$ cat config.mk
export PLATFORM = sky130hd
export DESIGN_NAME = csa_mw_seq
export DESIGN_NICKNAME = d
export VERILOG_FILES = /design/src/rtl/csa_mw_seq.sv
export SDC_FILE = /design/constraint.sdc
export NUM_CORES = 1
export LEC_CHECK = 0
export ABC_CLOCK_PERIOD_IN_PS = 3400
export CAP_MARGIN = 20
export CORE_MARGIN = 2
export CORE_UTILIZATION = 30
export CTS_CLUSTER_SIZE = 20
export DETAILED_ROUTE_END_ITERATION = 10
export PLACE_DENSITY = 0.55
export SETUP_SLACK_MARGIN = 0.2
export SLEW_MARGIN = 30
export SYNTH_ARGS = -nofsm -noshare
export SYNTH_HDL_FRONTEND = slang
export SYNTH_SLANG_ARGS = --single-unit
$ cat constraint.sdc
create_clock -name clk -period 3.4 [get_ports clk]
set_input_delay 1.02 -clock clk [delete_from_list [all_inputs] [get_ports clk]]
set_output_delay 1.02 -clock clk [all_outputs]
set_load 0.005 [all_outputs]
$ cat src/rtl/csa_mw_seq.sv
// Byte-serial multi-byte adder sequencing one shared 8-bit carry-select adder (no carry-in).
// Optional subtract mode enabled by defining CSA_SEQ_SUB_EN.
module csa_mw_seq #(
  parameter int NBYTES = 4
) (
  input  logic                clk,
  input  logic                rst,
  input  logic                start,
  input  logic [8*NBYTES-1:0] op_a,
  input  logic [8*NBYTES-1:0] op_b,
  input  logic                sub,
  output logic                ready,
  output logic                done,
  output logic [8*NBYTES-1:0] result,
  output logic                carry_out,
  output logic [7:0]          csa_a,
  output logic [7:0]          csa_b,
  input  logic [7:0]          csa_sum,
  input  logic                csa_carry
);
  localparam int W    = 8 * NBYTES;
  localparam int IDXW = (NBYTES > 1) ? $clog2(NBYTES) : 1;

  typedef enum logic [1:0] {IDLE, ADD, INC, DONE} state_t;

  state_t            state_q, state_d;
  logic [IDXW-1:0]   idx_q, idx_d;
  logic              cin_q, cin_d;
  logic [W-1:0]      result_q, result_d;
  logic              carry_q, carry_d;
  logic [W-1:0]      a_q, a_d;
  logic [W-1:0]      b_q, b_d;
  logic [7:0]        tmp_q, tmp_d;
  logic              c1_q, c1_d;

  logic [W-1:0]      b_in;
  logic              cin_init;
  logic [IDXW+2:0]   bofs;
  logic              last;
  logic              cin_adv;

`ifdef CSA_SEQ_SUB_EN
  // Two's complement subtract: invert B and inject the +1 through the initial carry.
  assign b_in     = sub ? ~op_b : op_b;
  assign cin_init = sub;
`else
  logic unused_sub;
  assign unused_sub = sub;
  assign b_in       = op_b;
  assign cin_init   = 1'b0;
`endif

  assign bofs = {idx_q, 3'b000};
  assign last = (idx_q == IDXW'(NBYTES - 1));

  always_comb begin
    state_d  = state_q;
    idx_d    = idx_q;
    cin_d    = cin_q;
    result_d = result_q;
    carry_d  = carry_q;
    a_d      = a_q;
    b_d      = b_q;
    tmp_d    = tmp_q;
    c1_d     = c1_q;
    csa_a    = 8'h00;
    csa_b    = 8'h00;
    cin_adv  = 1'b0;
    case (state_q)
      IDLE: begin
        if (start) begin
          a_d     = op_a;
          b_d     = b_in;
          idx_d   = '0;
          cin_d   = cin_init;
          state_d = ADD;
        end
      end
      ADD: begin
        csa_a = a_q[bofs +: 8];
        csa_b = b_q[bofs +: 8];
        if (!cin_q) begin
          result_d[bofs +: 8] = csa_sum;
          cin_adv             = csa_carry;
          cin_d               = cin_adv;
          if (last) begin
            carry_d = cin_adv;
            state_d = DONE;
          end else begin
            idx_d   = idx_q + 1'b1;
            state_d = ADD;
          end
        end else begin
          tmp_d   = csa_sum;
          c1_d    = csa_carry;
          state_d = INC;
        end
      end
      INC: begin
        // Carry propagation reuses the same adder as a +1 pass; c1 and this carry are exclusive.
        csa_a               = tmp_q;
        csa_b               = 8'h01;
        result_d[bofs +: 8] = csa_sum;
        cin_adv             = c1_q | csa_carry;
        cin_d               = cin_adv;
        if (last) begin
          carry_d = cin_adv;
          state_d = DONE;
        end else begin
          idx_d   = idx_q + 1'b1;
          state_d = ADD;
        end
      end
      DONE: state_d = IDLE;
      default: state_d = IDLE;
    endcase
  end

  always_ff @(posedge clk) begin
    if (rst) begin
      state_q  <= IDLE;
      idx_q    <= '0;
      cin_q    <= 1'b0;
      result_q <= '0;
      carry_q  <= 1'b0;
    end else begin
      state_q  <= state_d;
      idx_q    <= idx_d;
      cin_q    <= cin_d;
      result_q <= result_d;
      carry_q  <= carry_d;
    end
  end

  always_ff @(posedge clk) begin
    a_q   <= a_d;
    b_q   <= b_d;
    tmp_q <= tmp_d;
    c1_q  <= c1_d;
  end

  assign ready     = (state_q == IDLE);
  assign done      = (state_q == DONE);
  assign result    = result_q;
  assign carry_out = carry_q;
endmodule
; Word-level counts from Yosys, hierarchy flattened
; Index checks and enable logic that the tools add are counted.
[word_totals]
register_bits = 111
in_bits = 77
out_inout_bits = 51
word_cells = 53
[classes]
addsub = 2
n_eq_ne = 8
shift = 4
muxes = 20
bitwise_logic = 1
n_reduce_logical = 9
[ops]
columns = cell, n
row1 = 32-bit case mux with 2 select lines, 1
row2 = 32-bit by 6-bit indexed part select with 8-bit output, 2
row3 = 32-bit bitwise mux, 1
row4 = 32-bit two-way mux, 1
row5 = 8-bit case mux with 2 select lines, 2
row6 = "8-bit by 7-bit variable shift with 32-bit output, first input constant", 1
row7 = 8-bit by 7-bit indexed part select with 32-bit output, 1
row8 = 2-bit two-way mux, 6
row9 = "2-bit inequality test, second input constant", 4
row10 = 2-bit case mux with 4 select lines, 1
row11 = 2-bit AND reduction, 4
row12 = 5-bit negation with 7-bit output, 1
row13 = "2-bit equality test, second input constant", 3
row14 = 2-bit case mux with 3 select lines, 1
row15 = 1-bit two-way mux, 5
row16 = 4-bit AND reduction, 1
row17 = 1-bit case mux with 3 select lines, 1
row18 = 3-bit AND reduction, 1
row19 = 3-bit nonzero test, 1
row20 = "2-bit by 1-bit adder with 2-bit output, second input constant", 1
row21 = "2-bit by 1-bit equality test with 1-bit output, second input constant", 1
row22 = 2-bit logical NOT, 1
row23 = 1-bit case mux with 2 select lines, 1
row24 = 2-bit nonzero test, 1
row25 = 1-bit OR, 1

; Longest topological paths before layout
; Gate-level depths: netlist (run 1).
[logic_depth]
ltp_word = 5
mapped_depth = 9
mapped_depth_nobuf = 5

; Least setup slack after synthesis (run 1)
; OpenSTA, ideal clock, no wires.
[synth_timing]
path_type = input to register
startpoint = input start
endpoint = register a_q[0], enable pin
setup_time_ns = 0.429
arrival_ns = 2.523
required_time_ns = 2.971
setup_slack_ns = 0.448
cell_stages = 1
path_buffers = 0
path_cell_list = and2_1
[synth_between]
elab_chain_len = 1
[synth_lines]
columns = element, line_no
row1 = from (decl), 8  ; input logic start,
row2 = 2-bit AND reduction (no source line), -
row3 = to (signal assigned), 136  ; a_q <= a_d;
row4 = to (decl), 31  ; logic [W-1:0] a_q, a_d;
; Every way passes these cells.
; A chain may end at the register's enable or synchronous reset.

; Final worst setup path (run 1)
[layout_timing]
startpoint = register state_q[1]
endpoint = output csa_a[0]
[layout_between]
elab_chain_len = 2
elab_cells_between_ends = 3
classes_between = eq/ne: 2 / mux: 1
[layout_lines]
columns = element, line_no
row1 = from (decl), 26  ; state_t state_q, state_d;
row2 = from (signal assigned), 127  ; state_q <= state_d;
row3 = 2-bit equality test / 2-bit by 1-bit equality test with 1-bit output (equally long branches), 69  ; case (state_q)
row4 = 8-bit case mux with 2 select lines (*), 69
row5 = to (decl), 16  ; output logic [7:0] csa_a,
; Mark *: on every way between the ends. The rest lies on a longest branch, timed or not.

==> results.yml, run 1 <==
logic_synthesis:
  synthTopCellsByArea: "edfxtp_1 (47%), dfxtp_1 (16%), mux2i_1 (8.7%), nand2_1 (5.4%), mux4_2 (3.4%)"
  ys_ff_latch: 111
  synth_common_cells: "edfxtp_1 (73), nand2_1 (67), mux2i_1 (41), dfxtp_1 (38), nor2b_1 (16)"
  synth_edf_count: 73
  synth_area_leader_cell: "edfxtp_1"
  ys_seq_area_share_pct: 63.0
  synth.most_common_cell: "edfxtp_1"
  syn-num-nets: 436
  synth_warnings: 0
  ys.flop_type: "edfxtp_1"
  avgSynthCellArea_um2: 13.5
  async_flop_share_pct: 0
  syn_inst: 347
  synth_top_area_share_pct: 46.7
  syn_area_um2: 4690
  ys_types: 33
floorplan:
  initial_core_util_pct: 30.7
  fp.dieW_um: 129
  die_h_um: 129
  pin_count: 128
  num_rows: 45
  die-area_um2: 16700
  core-area_um2: 15300
power:
  p_clk_share_pct: 24.3
  switching_share_pct: 30.6
  leakagePower_nw: 2.30
  p_int_w: 0.00317
  p_seq_share_pct: 40.0
  switchingPower_w: 0.00140
  ir_worst_vdd_mv: 0.372
  pwr-share-comb_pct: 35.6
  p_per_area_nw_per_um2: 685
grt:
  grt_pass1_vias: 3308
  grt_max_degree: 65
  grt_overflow_total: 0
  grt_pass1_wl_um: 18000
  grtUsageTotal_pct: 14.5
  antenna_found_initial: 0
detailed_routing:
  via_per_inst: 4.56
  drt_iter0_drc: 162
  dr_total_vias: 3179
  totalWireLength_um: 11700
  avgRoutedWirePerCell_um: 16.7
  drt_pass1_iterations: 4
  postRouteAntennaNets: 0
  drc: 0
sta:
  setup_viol: 0
  finalHoldViolations: 0
  worstMarginPinSlew_ns: 0.494
  slew_violations: 0
  clock.fmax_mhz: 316
  setup_slack_ns: 0.233
  fin_crit_ns: 3.17
  slew-limit-headroom_pct: 67.0
  rsz0062_at_grt: "true"
  clock_skew_ns: 0.00801
  fin_tns_setup_ns: 0
  post-route-period-util_pct: 93.1
worst_setup_path:
  cp.arrival_ns: 2.15
  cp-start-kind: "flip-flop"
  worst_ep_required_time_ns: 2.38
  cp_max_fo: 8
  crit_type: "reg2out"
  end_kind: "output port"
layout:
  n_antenna_cell: 0
  drive_gt1_share_pct: 12.8
  syn_to_final_growth_pct: 42.3
  fillers: 1417
  final_core_util_pct: 43.8
  fin_nets: 570
placed_design:
  dp_worst_setup_slack_ns: 0.207
  io_buffers: 126
  place_congestion: 0.727
  hpwl_um: 8290
cts:
  cts_tree: "done"
  clock_sinks: 111
  cts_root_buf: "clkbuf_16"
  insertion_delay_ns: 0.36
  h-tree-depth: 3
  cts_buffers: 9
  cts.path.max_buffers: 2
  clk_pin_slew_worst_paths_ns: 0.07
run_status:
  status: "finished clean"
hold_path:
  hold_class: "reg2reg"
run:
  drv_cap: 0
placed cells by master (no fill, tap or decap), types with 5 or more instances in the layout:
cell type	count
mux2_2	10
nand2_1	66
a21boi_0	5
mux2i_1	41
nor2b_1	16
ha_1	10
clkdlybuf4s50_1	121
dfxtp_1	35
buf_4	9
mux4_2	7
nor2_1	11
dlymetal6s2s_1	5
a221o_1	9
clkbuf_16	9
edfxtp_1	73
power by group through the flow:
| stage | Clock (W) | Sequential [W] | Combinational (W) |
|---|---|---|---|
| 6_report | 0.00111 | 0.00183 | 0.00163 |
| 5_1_grt | 0.00119 | 0.00186 | 0.00177 |
| 4_1_cts | 0.00115 | 0.00183 | 0.00164 |
| 3_5_place_dp | 0 | 0.00187 | 0.00146 |
| 3_3_place_gp | 0 | 0.00186 | 0.00143 |
| 2_1_floorplan | 0 | 0.00184 | 0.000920 |
per-layer routing:
layer  part of all wire, %  GRT usage, %  up-vias
li1                      -             -     1526
met1                    43          17.9     1568
met2                    51          24.8       70
met3                   4.7          4.00       15
met4                   1.7          4.73        0
met5                     0             0        -
final timing paths:
path	startpoint	slack (ns)	cells after the start	end
worst max register to register	idx_q[0]	1.41	7	result[14]
worst min register to register	result[0]	0.46	2	result[0]
worst min-delay path	result[0]	0.46	2	result[0]
worst max-delay path	state_q[1]	0.23	5	csa_a[0]
critical path: stages, from the launching register on:
cell and delay, ns:
dfxtp_2 0.37, inv_2 0.08, ha_4 0.29, and2_4 0.21, a221o_1 0.38, clkdlybuf4s50_1 0.47
kinds of logic (layout without fill, tap and decap cells):
logic type	after synthesis	after routing	share of synthesized area (%)
buffers and inverters	25	162	2.85
muxes	58	58	14.5
adders and majority gates	12	12	3.20
DFF	111	111	63.0
AOI/OAI and AO/OA	29	29	4.77
and+or+nand+nor	112	114	11.7
area by class of cell:
type	count	area [µm²]	share of cell area, %
Inverter	7	26.3	0.394
Tap cell	211	264	3.95
Sequential cell	111	2960	44.4
Clock inverter	7	90.1	1.35
Timing Repair Buffer	139	1430	21.5
Clock buffer	9	225	3.37
Multi-Input combinational cell	213	1680	25.1
state kept, by name, summed over array words and instances (netlist names):
register and count:
b_q 32, a_q 32, carry_out 1, result 32, tmp_q 8, cin_q 1, c1_q 1, idx_q 2
state_q 2
repair_timing:
item                                    in CTS  in global routing
hold buffers                                 0                  0
pin swaps                                    1                  2
resized for setup                           15                  8
buffers inserted                             1                  0
endpoints found under the setup margin      16                  9
cloned                                       2                  1
per-stage QoR:
stage	instances	cell area, µm²	hold WS, ns	total power (W)
global placement	677	6220	0.452	0.00329
detailed placement	677	6220	0.452	0.00333
global route	697	6680	0.478	0.00481
floorplan	347	4690	0.451	0.00276
CTS	696	6640	0.462	0.00461
finish	697	6680	0.463	0.00458
(Power assumes the default switching activity.)
==> run 2, diff against run 1 <==
--- a/config.mk
+++ b/config.mk
@@ -8,10 +8,10 @@
 export ABC_CLOCK_PERIOD_IN_PS = 3400
 export CAP_MARGIN = 20
 export CORE_MARGIN = 2
-export CORE_UTILIZATION = 30
+export CORE_UTILIZATION = 48
 export CTS_CLUSTER_SIZE = 20
 export DETAILED_ROUTE_END_ITERATION = 10
-export PLACE_DENSITY = 0.55
+export PLACE_DENSITY = 0.81
 export SETUP_SLACK_MARGIN = 0.2
 export SLEW_MARGIN = 30
 export SYNTH_ARGS = -nofsm -noshare
==> results.yml, run 2 (same netlist as run 1, synthesis figures left out) <==
grt:
  grt_max_degree: 65
  grt_overflow_total: 0
  antenna_found_initial: 0
  grt_pass1_vias: 3271
  grtUsageTotal_pct: 20.7
  grt_pass1_wl_um: 16500
power:
  ir_worst_vdd_mv: 0.357
  p_per_area_nw_per_um2: 650
  leakagePower_nw: 2.17
cts:
  h-tree-depth: 3
  cts_buffers: 9
  cts_root_buf: "clkbuf_8"
  postCtsHoldBufs: 0
  insertion_delay_ns: 0.36
  cts.path.max_buffers: 2
  clk_pin_slew_worst_paths_ns: 0.11
  cts_tree: "done"
  clock_sinks: 111
placed_design:
  dpl_cell_area_um2: 6120
  io_buffers: 126
  dp_worst_setup_slack_ns: 0.253
  place_congestion: 0.791
  placed_cells: 599
  hpwl_um: 7380
sta:
  rsz0062_at_grt: "true"
  post-route-period-util_pct: 92.1
  finalHoldViolations: 0
  clock.fmax_mhz: 319
  clock_skew_ns: 0.0120
  fin_crit_ns: 3.13
  setup_slack_ns: 0.270
  fin_tns_setup_ns: 0
  slew-limit-headroom_pct: 66.0
  worstMarginPinSlew_ns: 0.508
  setup_viol: 0
  slew_violations: 0
floorplan:
  die_h_um: 103
  initial_core_util_pct: 48.7
  num_rows: 36
  pin_count: 128
  core-area_um2: 9640
  die-area_um2: 10600
  fp.dieW_um: 103
layout:
  n_antenna_cell: 0
  drive_gt1_share_pct: 13.1
  finish.instance_area_um2: 6430
  layout_commonest_cell: "clkdlybuf4s50_1"
  syn_to_final_growth_pct: 37.2
  stdcell_count: 622
  layout_common_cells: "clkdlybuf4s50_1 (125), edfxtp_1 (73), nand2_1 (66)"
  fin_nets: 573
detailed_routing:
  dr_total_vias: 3246
  postRouteAntennaNets: 0
  via_per_inst: 5.22
  totalWireLength_um: 10700
  drt_iter0_drc: 146
  drc: 0
  avgRoutedWirePerCell_um: 17.2
  drt_pass1_iterations: 4
run_status:
  status: "finished clean"
worst_setup_path:
  end_kind: "output port"
  cp.arrival_ns: 2.11
  worstPathCellList: "inv_2, ha_4, and2_4, a221o_1, clkdlybuf4s50_1"
  cp-start-kind: "flip-flop"
  cp_max_fo: 8
  max_stage_delay_ns: 0.47
  cp_slowest_cell: "clkdlybuf4s50_1"
  worst_ep_required_time_ns: 2.38
  crit_type: "reg2out"
hold_path:
  hold_class: "reg2reg"
run:
  drv_cap: 0
-- run 2: cell count changes in the layout (fill, tap and decap cells not counted), sizes merged --
cell,before,now
nand3,2,1
clkbuf,9,11
bufinv,1,0
inv,8,10
clkinv,5,2
dlymetal6s2s,5,1
buf,12,17
clkdlybuf4s50,121,125
and3,3,2
-- run 2: report_power, final --
| part | internal, W | switching [W] | total [W] |
|---|---|---|---|
| clock network | 0.000285 | 0.000457 | 0.000742 |
| registers | 0.00174 | 0.0000965 | 0.00183 |
| logic | 0.000852 | 0.000754 | 0.00161 |
-- run 2: worst paths after layout --
path | start | end | slack, ns | cells past startpoint
max | state_q[1] | csa_a[0] | 0.27 | 5
min | result[11] | result[11] | 0.46 | 2
max reg2reg | idx_q[0] | result[26] | 1.34 | 6
min reg2reg | result[11] | result[11] | 0.46 | 2
-- run 2: routing by layer --
metal	GRT usage [%]	vias to the layer above	wire length, µm
li1	-	1525	-
met1	25.3	1592	4320
met2	37.0	113	5620
met3	4.20	16	580
met4	6.58	0	201
met5	0	-	0
-- run 2: area by class of cell --
class,count,area (µm²)
multi-input combinational,211,1650
tap,133,166
clock buffer,11,131
clock inverter,5,48.8
fill,711,3210
timing repair buffer,144,1450
sequential,111,2960
inverter,7,26.3
-- run 2: repair_timing --
action,4_1_cts,5_1_grt
setup endpoints to repair,16,10
setup buffers,3,3
gates resized for setup,12,7
gates cloned,1,0
pin swaps,0,1
-- run 2: worst max-delay path: cells and delay by family (launching register included) --
family | cells | cell delay, ns
AOI/OAI and AO/OA | 1 | 0.35
adders and majority gates | 1 | 0.28
and+or+nand+nor | 1 | 0.20
buffers and inverters | 2 | 0.54
DFF | 1 | 0.38
-- run 2: metrics by stage --
| step | util [%] | hold WS, ns | power, W |
|---|---|---|---|
| after global routing | 66.7 | 0.488 | 0.00440 |
| after CTS | 66.4 | 0.466 | 0.00415 |
| after global placement | 63.5 | 0.449 | 0.00323 |
| final | 66.7 | 0.463 | 0.00418 |
| after floorplan | - | 0.451 | 0.00276 |
| after detailed placement | 63.5 | 0.449 | 0.00327 |
==> run 3, diff against run 2 <==
--- a/config.mk
+++ b/config.mk
@@ -7,6 +7,7 @@
 export LEC_CHECK = 0
 export ABC_CLOCK_PERIOD_IN_PS = 3400
 export CAP_MARGIN = 20
+export CORE_ASPECT_RATIO = 1.25
 export CORE_MARGIN = 2
 export CORE_UTILIZATION = 48
 export CTS_CLUSTER_SIZE = 20
==> results.yml, run 3 (same netlist as run 1, synthesis figures left out) <==
run_status:
  status: "finished clean"
worst_setup_path:
  worst_ep_required_time_ns: 2.38
  crit_type: "reg2out"
  cp_slowest_cell: "clkdlybuf4s50_1"
  max_stage_delay_ns: 0.47
  cp.arrival_ns: 2.11
  cp_max_fo: 9
  end_kind: "output port"
  reg2reg_from: "idx_q[0]"
  critPathTopFamily: "buffers and inverters"
  worstPathCellList: "inv_2, ha_4, and3_4, a221o_1, clkdlybuf4s50_1"
  critPathLaunch: "state_q[0]"
  cp-start-kind: "flip-flop"
  path_buf_inv: 2
run:
  drv_cap: 0
sta:
  clock_skew_ns: 0.00780
  fin_crit_ns: 3.13
  fin_tns_setup_ns: 0
  post-route-period-util_pct: 92.0
  slew-limit-headroom_pct: 66.1
  clock.fmax_mhz: 320
  rsz0062_at_grt: "false"
  setup_viol: 0
  setup_slack_ns: 0.273
  slew_violations: 0
  worstMarginPinSlew_ns: 0.508
  finalHoldViolations: 0
floorplan:
  initial_core_util_pct: 49.1
  fp.dieW_um: 92.4
  die-area_um2: 10600
  die_h_um: 115
  pin_count: 128
  core-area_um2: 9560
  num_rows: 40
detailed_routing:
  dr_total_vias: 3215
  postRouteAntennaNets: 0
  drc: 0
  avgRoutedWirePerCell_um: 17.6
  totalWireLength_um: 10800
  via_per_inst: 5.24
  drt_pass1_iterations: 5
  drt_iter0_drc: 151
layout:
  layout_commonest_cell: "clkdlybuf4s50_1"
  layout_common_cells: "clkdlybuf4s50_1 (125), edfxtp_1 (73), nand2_1 (66)"
  n_antenna_cell: 0
  finish.instance_area_um2: 6510
  syn_to_final_growth_pct: 38.8
  fin_nets: 571
  drive_gt1_share_pct: 12.9
grt:
  antenna_found_initial: 0
  grt_overflow_total: 0
  grt_max_degree: 53
  grt_pass1_vias: 3375
  grt_pass1_wl_um: 16900
  grtUsageTotal_pct: 21.2
placed_design:
  io_buffers: 126
  dp_worst_setup_slack_ns: 0.376
  hpwl_um: 7840
  place_congestion: 0.818
  dpl_cell_area_um2: 6130
cts:
  clock_sinks: 111
  cts_buffers: 9
  cts.path.max_buffers: 2
  postCtsHoldBufs: 0
  h-tree-depth: 3
  cts_root_buf: "clkbuf_16"
  insertion_delay_ns: 0.35
  clk_pin_slew_worst_paths_ns: 0.08
  cts_tree: "done"
power:
  leakagePower_nw: 2.21
  p_per_area_nw_per_um2: 678
  ir_worst_vdd_mv: 0.542
hold_path:
  hold_class: "reg2reg"
  min_from: "result[15]"
[run 3: layout make-up]
cell class                      count  area, µm²
Clock buffer                       10        229
Sequential cell                   111       2960
Multi-Input combinational cell    211       1660
Clock inverter                      6       56.3
Inverter                            7       26.3
Fill cell                         645       3050
Timing Repair Buffer              142       1420
Tap cell                          126        158
[run 3: path summary, 6_finish.rpt]
path / endpoint / slack (ns) / cells after the start
max: csa_b[0] / 0.27 / 5
min: result[15] / 0.46 / 2
max reg2reg: result[30] / 1.34 / 7
min reg2reg: result[15] / 0.46 / 2
[run 3: stage by stage]
stage	total power, W	hold slack (ns)	cells	utilization [%]
3_3_place_gp	0.00325	0.448	595	64.2
5_1_grt	0.00463	0.479	613	68.1
4_1_cts	0.00439	0.464	613	67.9
6_report	0.00441	0.459	613	68.1
2_1_floorplan	0.00276	0.451	347	-
3_5_place_dp	0.00331	0.453	595	64.2
[run 3: metal layers]
metal  routed length (µm)  global-route usage (%)  vias to the layer above
met3                  467                    4.28                       22
met5                    0                       0                        -
met2                 5810                    38.1                       93
li1                     -                       -                     1520
met1                 4220                    24.0                     1580
met4                  286                    10.2                        0
[run 3: repair_timing]
item | 4_1_cts | 5_1_grt
gates cloned | 0 | 0
gates resized for setup | 11 | 8
setup buffers | 2 | 0
endpoints found under the setup margin | 16 | 16
[run 3: where the power goes]
group / total (W) / leakage (nW) / switching, W / internal, W
Combinational: 0.00156 / 1.08 / 0.000738 / 0.000825
Sequential: 0.00185 / 0.997 / 0.000113 / 0.00174
Clock: 0.00100 / 0.136 / 0.000491 / 0.000510
[run 3: worst reg2reg max path, cell delays in order, from the launching register on]
cell	delay, ns
dfxtp_4	0.41
buf_4	0.13
buf_4	0.17
inv_1	0.10
ha_1	0.39
nor4b_4	0.51
nand2_1	0.12
mux2i_1	0.16
